## src/rtl/core_ma_sb.sv

```systemverilog
// core_ma_sb: memory-access stage (ex->wb) with posted store buffer, Avalon-MM master.
// Ports: em_* from ex (valid/ready), mw_* to wb (valid/ready), avl_* Avalon master, sb_empty.
module core_ma_sb #(
  parameter int SB_DEPTH = 4,
  parameter int ADDR_W   = 32
) (
  input  logic              clk,
  input  logic              rest,
  input  logic              em_valid,
  output logic              em_ready,
  input  logic [31:0]       em_reg_data_mem_addr,
  input  logic [31:0]       em_csr_data_mem_data,
  input  logic              em_mem_read,
  input  logic              em_mem_write,
  input  logic [2:0]        em_mem_op_type,
  input  logic [4:0]        em_rd,
  input  logic              em_reg_write,
  input  logic [11:0]       em_csr,
  input  logic              em_csr_write,
  output logic              mw_valid,
  input  logic              mw_ready,
  output logic [31:0]       mw_reg_data,
  output logic [31:0]       mw_mem_data,
  output logic [31:0]       mw_csr_data,
  output logic [4:0]        mw_rd,
  output logic              mw_reg_write,
  output logic              mw_reg_write_sel,
  output logic [11:0]       mw_csr,
  output logic              mw_csr_write,
  output logic              mw_misalign,
  output logic              sb_empty,
  output logic [ADDR_W-1:0] avl_address,
  output logic [3:0]        avl_byteenable,
  output logic              avl_read,
  output logic              avl_write,
  output logic [31:0]       avl_writedata,
  input  logic [31:0]       avl_readdata,
  input  logic              avl_readdatavalid,
  input  logic              avl_waitrequest
);

  localparam int PW = $clog2(SB_DEPTH);
  localparam int CW = PW + 1;

  typedef enum logic [1:0] {
    S_IDLE,
    S_LD_REQ,
    S_LD_WAIT
  } state_t;

  state_t r_state, w_state_nx;

  logic [29:0]   r_sb_addr [SB_DEPTH];
  logic [3:0]    r_sb_be   [SB_DEPTH];
  logic [31:0]   r_sb_data [SB_DEPTH];
  logic [SB_DEPTH-1:0] r_sb_vld;
  logic [PW-1:0] r_wp, r_rp;
  logic [CW-1:0] r_cnt;
  logic          r_wr_hold;

  logic [31:0]   r_ld_addr, r_ld_csr_data;
  logic [2:0]    r_ld_op;
  logic [4:0]    r_ld_rd;
  logic          r_ld_rw, r_ld_csrw;
  logic [11:0]   r_ld_csr;

  logic          w_full, w_hit, w_mis, w_acc;
  logic          w_ld_start, w_push, w_direct;
  logic          w_pop, w_rd_acc, w_rd_done;
  logic [1:0]    w_lane;
  logic [3:0]    w_st_be;
  logic [31:0]   w_st_data, w_sh, w_fmt, w_addr32;

  assign w_full   = (r_cnt == CW'(SB_DEPTH));
  assign sb_empty = (r_cnt == '0);
  assign w_lane   = em_reg_data_mem_addr[1:0];

  always_comb begin
    w_hit = 1'b0;
    for (int i = 0; i < SB_DEPTH; i++)
      if (r_sb_vld[i] &&
          r_sb_addr[i] == em_reg_data_mem_addr[31:2])
        w_hit = 1'b1;
  end

  always_comb begin
    w_mis = 1'b0;
    if (em_mem_read || em_mem_write) begin
      if (em_mem_op_type[1:0] == 2'b01)
        w_mis = w_lane[0];
      else if (em_mem_op_type[1:0] == 2'b10)
        w_mis = |w_lane;
    end
  end

  assign em_ready = (r_state == S_IDLE)
                  & (!mw_valid | mw_ready)
                  & !(em_mem_write & w_full)
                  & !(em_mem_read & w_hit);

  assign w_acc      = em_valid & em_ready;
  assign w_ld_start = w_acc & em_mem_read & !w_mis;
  assign w_push     = w_acc & em_mem_write & !w_mis;
  assign w_direct   = w_acc & !w_ld_start;

  always_comb begin
    w_st_be   = 4'b1111;
    w_st_data = em_csr_data_mem_data;
    case (em_mem_op_type[1:0])
      2'b00: begin
        w_st_be   = 4'b0001 << w_lane;
        w_st_data = {4{em_csr_data_mem_data[7:0]}};
      end
      2'b01: begin
        w_st_be   = 4'b0011 << w_lane;
        w_st_data = {2{em_csr_data_mem_data[15:0]}};
      end
      default: ;
    endcase
  end

  // A write that has been raised stays up until accepted, even
  // after a load has moved the FSM out of IDLE.
  assign avl_write = r_wr_hold
                   | ((r_state == S_IDLE) & !sb_empty);
  assign avl_read  = (r_state == S_LD_REQ) & !r_wr_hold;
  assign w_pop     = avl_write & !avl_waitrequest;
  assign w_rd_acc  = avl_read & !avl_waitrequest;
  assign w_rd_done = (r_state == S_LD_WAIT) & avl_readdatavalid;

  assign w_addr32 = avl_write ? {r_sb_addr[r_rp], 2'b00}
                              : {r_ld_addr[31:2], 2'b00};
  assign avl_address    = w_addr32[ADDR_W-1:0];
  assign avl_byteenable = avl_write ? r_sb_be[r_rp] : 4'b1111;
  assign avl_writedata  = r_sb_data[r_rp];

  assign w_sh = avl_readdata >> {r_ld_addr[1:0], 3'b000};

  always_comb begin
    w_fmt = w_sh;
    case (r_ld_op)
      3'b000:  w_fmt = {{24{w_sh[7]}}, w_sh[7:0]};
      3'b001:  w_fmt = {{16{w_sh[15]}}, w_sh[15:0]};
      3'b100:  w_fmt = {24'b0, w_sh[7:0]};
      3'b101:  w_fmt = {16'b0, w_sh[15:0]};
      default: ;
    endcase
  end

  always_comb begin
    w_state_nx = r_state;
    case (r_state)
      S_IDLE:    if (w_ld_start) w_state_nx = S_LD_REQ;
      S_LD_REQ:  if (w_rd_acc) w_state_nx = S_LD_WAIT;
      S_LD_WAIT: if (avl_readdatavalid) w_state_nx = S_IDLE;
      default:   w_state_nx = S_IDLE;
    endcase
  end

  always_ff @(posedge clk) begin
    if (rest) r_state <= S_IDLE;
    else      r_state <= w_state_nx;
  end

  always_ff @(posedge clk) begin
    if (rest) begin
      r_wp      <= '0;
      r_rp      <= '0;
      r_cnt     <= '0;
      r_sb_vld  <= '0;
      r_wr_hold <= 1'b0;
    end else begin
      r_wr_hold <= avl_write & avl_waitrequest;
      if (w_push) begin
        r_sb_addr[r_wp] <= em_reg_data_mem_addr[31:2];
        r_sb_be[r_wp]   <= w_st_be;
        r_sb_data[r_wp] <= w_st_data;
        r_sb_vld[r_wp]  <= 1'b1;
        r_wp            <= r_wp + PW'(1);
      end
      if (w_pop) begin
        r_sb_vld[r_rp] <= 1'b0;
        r_rp           <= r_rp + PW'(1);
      end
      r_cnt <= r_cnt + CW'(w_push) - CW'(w_pop);
    end
  end

  always_ff @(posedge clk) begin
    if (rest) begin
      r_ld_addr     <= '0;
      r_ld_csr_data <= '0;
      r_ld_op       <= '0;
      r_ld_rd       <= '0;
      r_ld_rw       <= 1'b0;
      r_ld_csr      <= '0;
      r_ld_csrw     <= 1'b0;
    end else if (w_ld_start) begin
      r_ld_addr     <= em_reg_data_mem_addr;
      r_ld_csr_data <= em_csr_data_mem_data;
      r_ld_op       <= em_mem_op_type;
      r_ld_rd       <= em_rd;
      r_ld_rw       <= em_reg_write;
      r_ld_csr      <= em_csr;
      r_ld_csrw     <= em_csr_write;
    end
  end

  always_ff @(posedge clk) begin
    if (rest) begin
      mw_valid         <= 1'b0;
      mw_reg_data      <= '0;
      mw_mem_data      <= '0;
      mw_csr_data      <= '0;
      mw_rd            <= '0;
      mw_reg_write     <= 1'b0;
      mw_reg_write_sel <= 1'b0;
      mw_csr           <= '0;
      mw_csr_write     <= 1'b0;
      mw_misalign      <= 1'b0;
    end else begin
      if (mw_valid && mw_ready) mw_valid <= 1'b0;
      if (w_direct) begin
        mw_valid         <= 1'b1;
        mw_reg_data      <= em_reg_data_mem_addr;
        mw_mem_data      <= '0;
        mw_csr_data      <= em_csr_data_mem_data;
        mw_rd            <= em_rd;
        mw_reg_write     <= em_reg_write & !w_mis;
        mw_reg_write_sel <= 1'b0;
        mw_csr           <= em_csr;
        mw_csr_write     <= em_csr_write;
        mw_misalign      <= w_mis;
      end else if (w_rd_done) begin
        mw_valid         <= 1'b1;
        mw_reg_data      <= r_ld_addr;
        mw_mem_data      <= w_fmt;
        mw_csr_data      <= r_ld_csr_data;
        mw_rd            <= r_ld_rd;
        mw_reg_write     <= r_ld_rw;
        mw_reg_write_sel <= 1'b1;
        mw_csr           <= r_ld_csr;
        mw_csr_write     <= r_ld_csrw;
        mw_misalign      <= 1'b0;
      end
    end
  end

endmodule

```

## config.mk

```make
export PLATFORM = sky130hd
export DESIGN_NAME = core_ma_sb
export DESIGN_NICKNAME = d
export VERILOG_FILES = /design/src/rtl/core_ma_sb.sv
export SDC_FILE = /design/constraint.sdc
export NUM_CORES = 1
export LEC_CHECK = 0
export ABC_AREA = 1
export CORE_ASPECT_RATIO = 1.25
export CORE_UTILIZATION = 50
export CTS_CLUSTER_DIAMETER = 100
export DETAILED_ROUTE_END_ITERATION = 10
export GPL_TIMING_DRIVEN = 0
export HOLD_SLACK_MARGIN = 0.12
export PLACE_DENSITY = 0.74
export SLEW_MARGIN = 30
export SYNTH_ARGS = -nofsm -noshare
export SYNTH_HDL_FRONTEND = slang
export SYNTH_SLANG_ARGS = --single-unit
```

## constraint.sdc

```tcl
create_clock -name clk -period 9.93 [get_ports clk]
set_input_delay 1.986 -clock clk [delete_from_list [all_inputs] [get_ports clk]]
set_output_delay 1.986 -clock clk [all_outputs]
set_load 0.05 [all_outputs]
```

After elaboration in Yosys (flattened, before gate mapping) --
Memories as Yosys holds them, arrays and structs flattened. A register that Yosys moved wholly into a read port is not among the register bits. Cells that the tools add are included.
Word-level totals: register bits after elaboration 218, RAM bits 264, input bits 126, output and inout port bits 190, logic and storage cells 149, memories 3
Memories:
- r_sb_data | words 4, width 32, rd ports 1, clocked after Yosys merged registers in 1, write ports 1, RTL line 55 | logic [31:0] r_sb_data [SB_DEPTH];
- r_sb_addr | words 4, width 30, rd ports 5, clocked after Yosys merged registers in 1, write ports 1, RTL line 53 | logic [29:0] r_sb_addr [SB_DEPTH];
- r_sb_be | words 4, width 4, rd ports 1, clocked after Yosys merged registers in 1, write ports 1, RTL line 54 | logic [3:0] r_sb_be [SB_DEPTH];
Cells by class: $add $sub $neg 4, $lt $le $gt $ge 4, equal/unequal tests 15, shifts and indexed selects 3, muxes and demuxes 49, bitwise logic cells 23, reduce and logical (&&, ||, !) cells 25
Operators with widths (count):
- $mux W32 | 5
- $pmux W32 S4 | 1
- $eq A30 B30 Y1 | 4
- $pmux W32 S2 | 1
- $shr A32 B5 Y32 | 1
- $mux W12 | 2
- $mux W1 | 21
- $and A1 B1 Y1 | 18
- $mux W2 | 9
- $mux W4 | 4
- $mux W5 | 2
- $eq A3 B3 Y1 const B | 3
- $logic_not A1 Y1 | 8
- $pmux W4 S2 | 1
- $logic_and A1 B1 Y1 | 7
- $logic_not A3 Y1 | 2
- $lt A2 B3 Y1 const B | 2
- $ne A2 B2 Y1 const B | 3
- $pmux W2 S3 | 1
- $add A2 B1 Y2 const B | 2
- $and A4 B4 Y4 | 1
- $demux W1 S2 | 2
- $eq A2 B1 Y1 const B | 2
- $eq A2 B2 Y1 const B | 2
- 15 further kinds | 19

Longest topological paths before layout --
word-level depth 16, gate-level depth with buffers 20, depth with buffers taken out 18

Worst setup path after synthesis --
OpenSTA, ideal clock, no wires.
path type in2reg, start point input em_reg_data_mem_addr[24], end point memory r_sb_addr[3][0] (enable), setup time 0.572 ns, arrival time 7.995 ns, data required time 9.358 ns, slack 1.363 ns, stages 15, path buffers 2, path through buf_2 > inv_1 > nand2_1 > nand2_1 > nor2_1 > nand2_1 > nor2_1 > nand2_1 > nor2_1 > nor2_1 > nand2_2 > a21oi_4 > nand3_1 > buf_2 > nor3_1
On the way: cells in the longest elaborated chain, start to end 15, elaborated cells on any way between the ends 21, classes of those cells 4 x eq/ne; 7 x mux; 5 x bitwise; 5 x reduce/logical
RTL lines:
- start, declared | RTL line 11 | input logic [31:0] em_reg_data_mem_addr,
- $eq A30 B30 Y1 | RTL line 82 | r_sb_addr[i] == em_reg_data_mem_addr[31:2])
- $logic_and A1 B1 Y1 | RTL line 81 | if (r_sb_vld[i] &&
- $mux W1 (3 in series) | RTL line 81
- $mux W1 (*) | RTL line 81
- $and A1 B1 Y1 (*) | RTL line 99 | & !(em_mem_read & w_hit);
- $logic_not A1 Y1 (*) | RTL line 99
- $and A1 B1 Y1 (*) | RTL line 99
- net em_ready | RTL line 10 | output logic em_ready,
- $and A1 B1 Y1 (*) | RTL line 101 | assign w_acc = em_valid & em_ready;
- $and A1 B1 Y1 (*) (2 in series) | RTL line 103 | assign w_push = w_acc & em_mem_write & !w_mis;
- $mux W1 (*) | RTL line 174 | if (w_push) begin
- $mux W1 (*) | RTL line 166 | if (rest) begin
- $mux W1 (not written as such) (*) | RTL line 175 | r_sb_addr[r_wp] <= em_reg_data_mem_addr[31:2];
- end, declared | RTL line 53
Mark *: on every way through the listed nets, which the timed path passes. The rest lies on a longest branch.

Worst setup path after layout --
start point input em_reg_data_mem_addr[11], end point output em_ready
On the way: cells in the longest elaborated chain, start to end 9, elaborated cells on any way between the ends 15, classes of those cells 4 x eq/ne; 4 x mux; 2 x bitwise; 5 x reduce/logical
RTL lines (RTL line):
- $eq A30 B30 Y1 | 82
- $logic_and A1 B1 Y1 | 81
- $mux W1 (3 in series) | 81
- $mux W1 (*) | 81
- $and A1 B1 Y1 (*) | 99
- $logic_not A1 Y1 (*) | 99
- $and A1 B1 Y1 (*) | 99
- end, declared | 10
Mark *: on every way between the ends. The rest lies on a longest branch, timed or not.

==> results <==
- The run finished with clean final reports.
- The register clock-pin slew on the reported worst setup and hold paths is 60 ps.
- The nature of the critical path endpoint is a primary output.
- For this design the static power due to leakage is 11.4 nW.
- The final number of hold-violating endpoints is 0.
- The Yosys step of the flow raised 0 warnings.
- The overall global routing resource usage is 35.7%.
- The maximum net fanout on the critical path is 8.
- The area enclosed by the die boundary is 45000 µm².
- The cell area after placement is 26300 µm².
- The highest cell delay on the worst timing path is 880 ps.
- The internal power of the cells totals 0.00414 W.
- The H-tree generated during clock tree synthesis spans 2 levels.
- In this run the mean area of a mapped cell was 8.16 µm².
- The residual antenna-violating net count after detailed routing is 0.
- The I/O pin total is 316.
- The core footprint is 43300 µm².
- Entering global routing, the biggest net connects 16 pins.
- The highest-delay cell along the critical path is sky130_fd_sc_hd__clkdlybuf4s50_1.
- The number of global-route vias before repair is 20000.
- The maximum count of clock buffers along a single path is 3.
- The synthesized netlist occupies a cell area of 22100 µm².
- The distinct cell type count of the synthesized netlist is 43.
- Summed over its instances, the top area cell type makes up 35.9% of the synthesized netlist area.
- During placement, the flow inserted port buffers numbering 312.
- The worst min-delay path class is flop to flop.
- Of the synthesized area, sequential elements account for 55.8%.
- The portion of the clock cycle consumed by the worst path in the final layout is 70.0%.
- The portion of total power attributed to the clock network is 27.1%.
- The post-CTS setup-driven buffer insertion count is 0.
- Setup repair after global routing left no endpoint under its margin.
- The final net count is 3250.
- Counting flops with a built-in enable in the synthesized netlist gives 264.
- The first detailed-routing pass took 6 iterations.
- For this configuration, the core starts out at a cell density of 51.0%.
- The clock tree from TritonCTS is done.
- For this run the aggregate overflow at the end of global routing stands at 0.
- In this design, the critical path's most frequently occurring cell is sky130_fd_sc_hd__nor2_1.
- The net switching power of the design is 0.00293 W.
- The number of instances in the placed design is 3627.
- The placement row count is 85.
- The number of standard cells after synthesis is 2707.
- The final antenna diode count is 0.
- In the final routing, the length of wire on met1 measures 30600 µm.
- After detailed routing, the average wire length per cell comes to 21.9 µm.
- The cell family contributing the most delay on the critical path is buffers and inverters.
- The number of standard cells in the final layout excluding fillers is 3719.
- The sum of net half-perimeters after detailed placement is 60700 µm.
- The count of max-cap constraint violations is 0.
- Wires add up to 81500 µm.
- The upper clock frequency limit is 0.144 GHz.
- In the routed layout, each cell is associated on average with a via count of 5.67.
- In the synthesized netlist the dominant register cell turns out to be sky130_fd_sc_hd__edfxtp_1.
- Walking the worst path, the cells encountered are clkdlybuf4s50_1, inv_1, o21ai_0, nor2_1, nand2_1, nor2_1, nand2_1, nor2_1, nor2_1, nand2_2, a21oi_4, clkdlybuf4s50_1.
- The first global-routing pass estimated 120000 µm of wire.
- At the end of routability-driven placement, the weighted congestion stood at 0.999.
- The time the final worst path needs with I/O delays and setup is 6950 ps.
- Net switching is 41.4% of the power.
- The quantity of hold-fixing buffers added after cts is 0.
- Counting both buffers and inverters, the worst setup path holds a total of 3.
- The share of total power dissipated in combinational logic is 40.3%.
- The insertion delay of the later-clocked pin in the worst-skew pair is 600 ps.
- The routed design uses 8530 µm of met3 wire.
- STA classifies the critical path startpoint as an input pin.
- The clock arrives with 20.0 ps of skew.
- The synthesized design contains 484 register bits.
- For this run, the share of the core covered by cells in the final layout is 64.5%.
- The number of clock buffers added by TritonCTS is 49.
- At the worst endpoint, the required time is 7940 ps.
- The normalized max-slew margin is 29.0%.
- For the pin with the worst max-slew slack, the measured transition is 1070 ps.
- The total DRC errors in the routed layout is 0.
- Summed over all instances, the cell type with the most area after synthesis is sky130_fd_sc_hd__edfxtp_1.
- The number of antenna violations at the first check in global routing is 1.
- In the post-synthesis netlist, the biggest area contributors are sky130_fd_sc_hd__edfxtp_1, sky130_fd_sc_hd__dfxtp_1, sky130_fd_sc_hd__nand2_1.
- The critical path class is input pin to primary output.
- The share of synthesized registers carrying an async set or reset is 0%.
- The final max-slew violation count is 0.
- Measured along the x axis, the die boundary spans 190 µm.
- The count of vias placed by the detailed router is 21100.
- The area growth from synthesis to layout is 26.5%.
- The number of design-rule violations left by the first detailed-router iteration is 2323.
- The routed design uses 38600 µm of met2 wire.
- The post-cts gate resize count is 0.
- In the final layout, the share of cells above drive strength 1 is 6.12%.
- The setup violation total in the final timing report is 0.
- The share of total power dissipated in sequential elements is 32.6%.
- The top layer used by detailed routing is met5.
- The commonest cells after synthesis are sky130_fd_sc_hd__nand2_1, sky130_fd_sc_hd__nor2_1, sky130_fd_sc_hd__o21ai_0.
- The root buffer cell chosen for the clock tree is sky130_fd_sc_hd__clkbuf_16.
- The most frequent cell after synthesis is sky130_fd_sc_hd__nand2_1.
- The count of clock tree sinks is 484.
- Once layout is done, the placed cells without fillers occupy 27900 µm².
- At the worst endpoint, the arrival time is 4960 ps.
- The height of the chip is 237 µm.
- Across the VDD grid, the largest voltage drop is 302 µV.
- For this design the ratio of total power to cell area is 253 nW/µm².
## power by group through the flow
stage	registers (W)	logic [W]	clock network (W)
after floorplan	0.00250	0.00156	0
after global placement	0.00235	0.00278	0
after detailed placement	0.00234	0.00281	0
after CTS	0.00230	0.00282	0.00192
after global routing	0.00231	0.00297	0.00200
final	0.00231	0.00285	0.00192
## per-stage QoR
stage	power (W)	setup slack (ps)	hold WS (ps)	setup TNS, ps
global route	0.00728	2910	481	0
global placement	0.00513	-3720	436	-937480
finish	0.00707	2980	449	0
CTS	0.00705	3030	454	0
floorplan	0.00406	1360	441	0
detailed placement	0.00516	3050	438	0
## cells by family (layout without fill, tap and decap cells)
| family | count (synthesis) | count (layout) | synth area share [%] |
|---|---|---|---|
| AND/OR/NAND/NOR | 1140 | 1140 | 19.8 |
| AO/OA/AOI/OAI | 636 | 636 | 15.2 |
| flip-flops | 484 | 484 | 55.8 |
| buffers and inverters | 416 | 862 | 7.64 |
| XOR/XNOR | 12 | 12 | 0.476 |
| adder cells (fa/ha/maj) | 11 | 11 | 0.657 |
| multiplexers | 7 | 7 | 0.317 |
| other | 1 | 2 | 0.0170 |
## area by class of cell
class / instances / area, µm²
fill: 3695 / 15300
sequential: 484 / 12300
multi-input combinational: 1808 / 8090
timing repair buffer: 354 / 3460
clock buffer: 66 / 1370
inverter: 265 / 995
tap: 565 / 707
buffer: 151 / 693
clock inverter: 26 / 289
## flip-flops by register name (all words and copies together), names as in the netlist, 3 cells and up, named ones only
register / cells
mw_mem_data: 32
mw_reg_data: 32
r_sb_be: 16
r_sb_vld: 4
r_ld_csr_data: 32
r_ld_rd: 5
r_sb_addr: 120
mw_csr_data: 32
mw_rd: 5
mw_csr: 12
r_ld_op: 3
r_sb_data: 128
r_cnt: 3
r_ld_csr: 12
r_ld_addr: 32
## worst reg2reg max path: cells and delay by family, from the launching register on
kind	cells	cell delay [ps]
AO/OA/AOI/OAI	2	320
buffers and inverters	7	1420
flip-flops	1	380
AND/OR/NAND/NOR	10	1570
## layer usage
| metal | global-route usage [%] | up-vias |
|---|---|---|
| li1 | - | 9688 |
| met1 | 45.1 | 9876 |
| met2 | 58.9 | 1315 |
| met3 | 6.94 | 223 |
| met4 | 16.3 | 2 |
| met5 | 0 | - |
## cells in the final DEF, fill, tap and decap left out, types with 12 or more instances in the layout
cell	count
sky130_fd_sc_hd__o21ai_1	23
sky130_fd_sc_hd__a21oi_1	156
sky130_fd_sc_hd__o21ai_0	368
sky130_fd_sc_hd__clkdlybuf4s50_1	312
sky130_fd_sc_hd__nand2_1	622
sky130_fd_sc_hd__clkbuf_1	112
sky130_fd_sc_hd__dfxtp_1	220
sky130_fd_sc_hd__clkbuf_16	51
sky130_fd_sc_hd__buf_2	27
sky130_fd_sc_hd__edfxtp_1	264
sky130_fd_sc_hd__buf_6	15
sky130_fd_sc_hd__inv_1	243
sky130_fd_sc_hd__nand3_1	29
sky130_fd_sc_hd__o221ai_1	12
sky130_fd_sc_hd__a31oi_1	30
sky130_fd_sc_hd__buf_4	41
sky130_fd_sc_hd__inv_2	17
sky130_fd_sc_hd__nor2_1	470
sky130_fd_sc_hd__o22ai_1	32
## path summary, 6_finish.rpt
kind / from / endpoint / slack [ps] / cells past startpoint
worst max-delay path: em_reg_data_mem_addr[11] / em_ready / 2980 / 12
worst min-delay path: mw_reg_write_sel / mw_reg_write_sel / 450 / 2
worst max register to register: r_sb_addr[0][29] / r_sb_data[0][15] / 5970 / 19
worst min register to register: mw_reg_write_sel / mw_reg_write_sel / 450 / 2
Power figures use the tool's default switching activity.
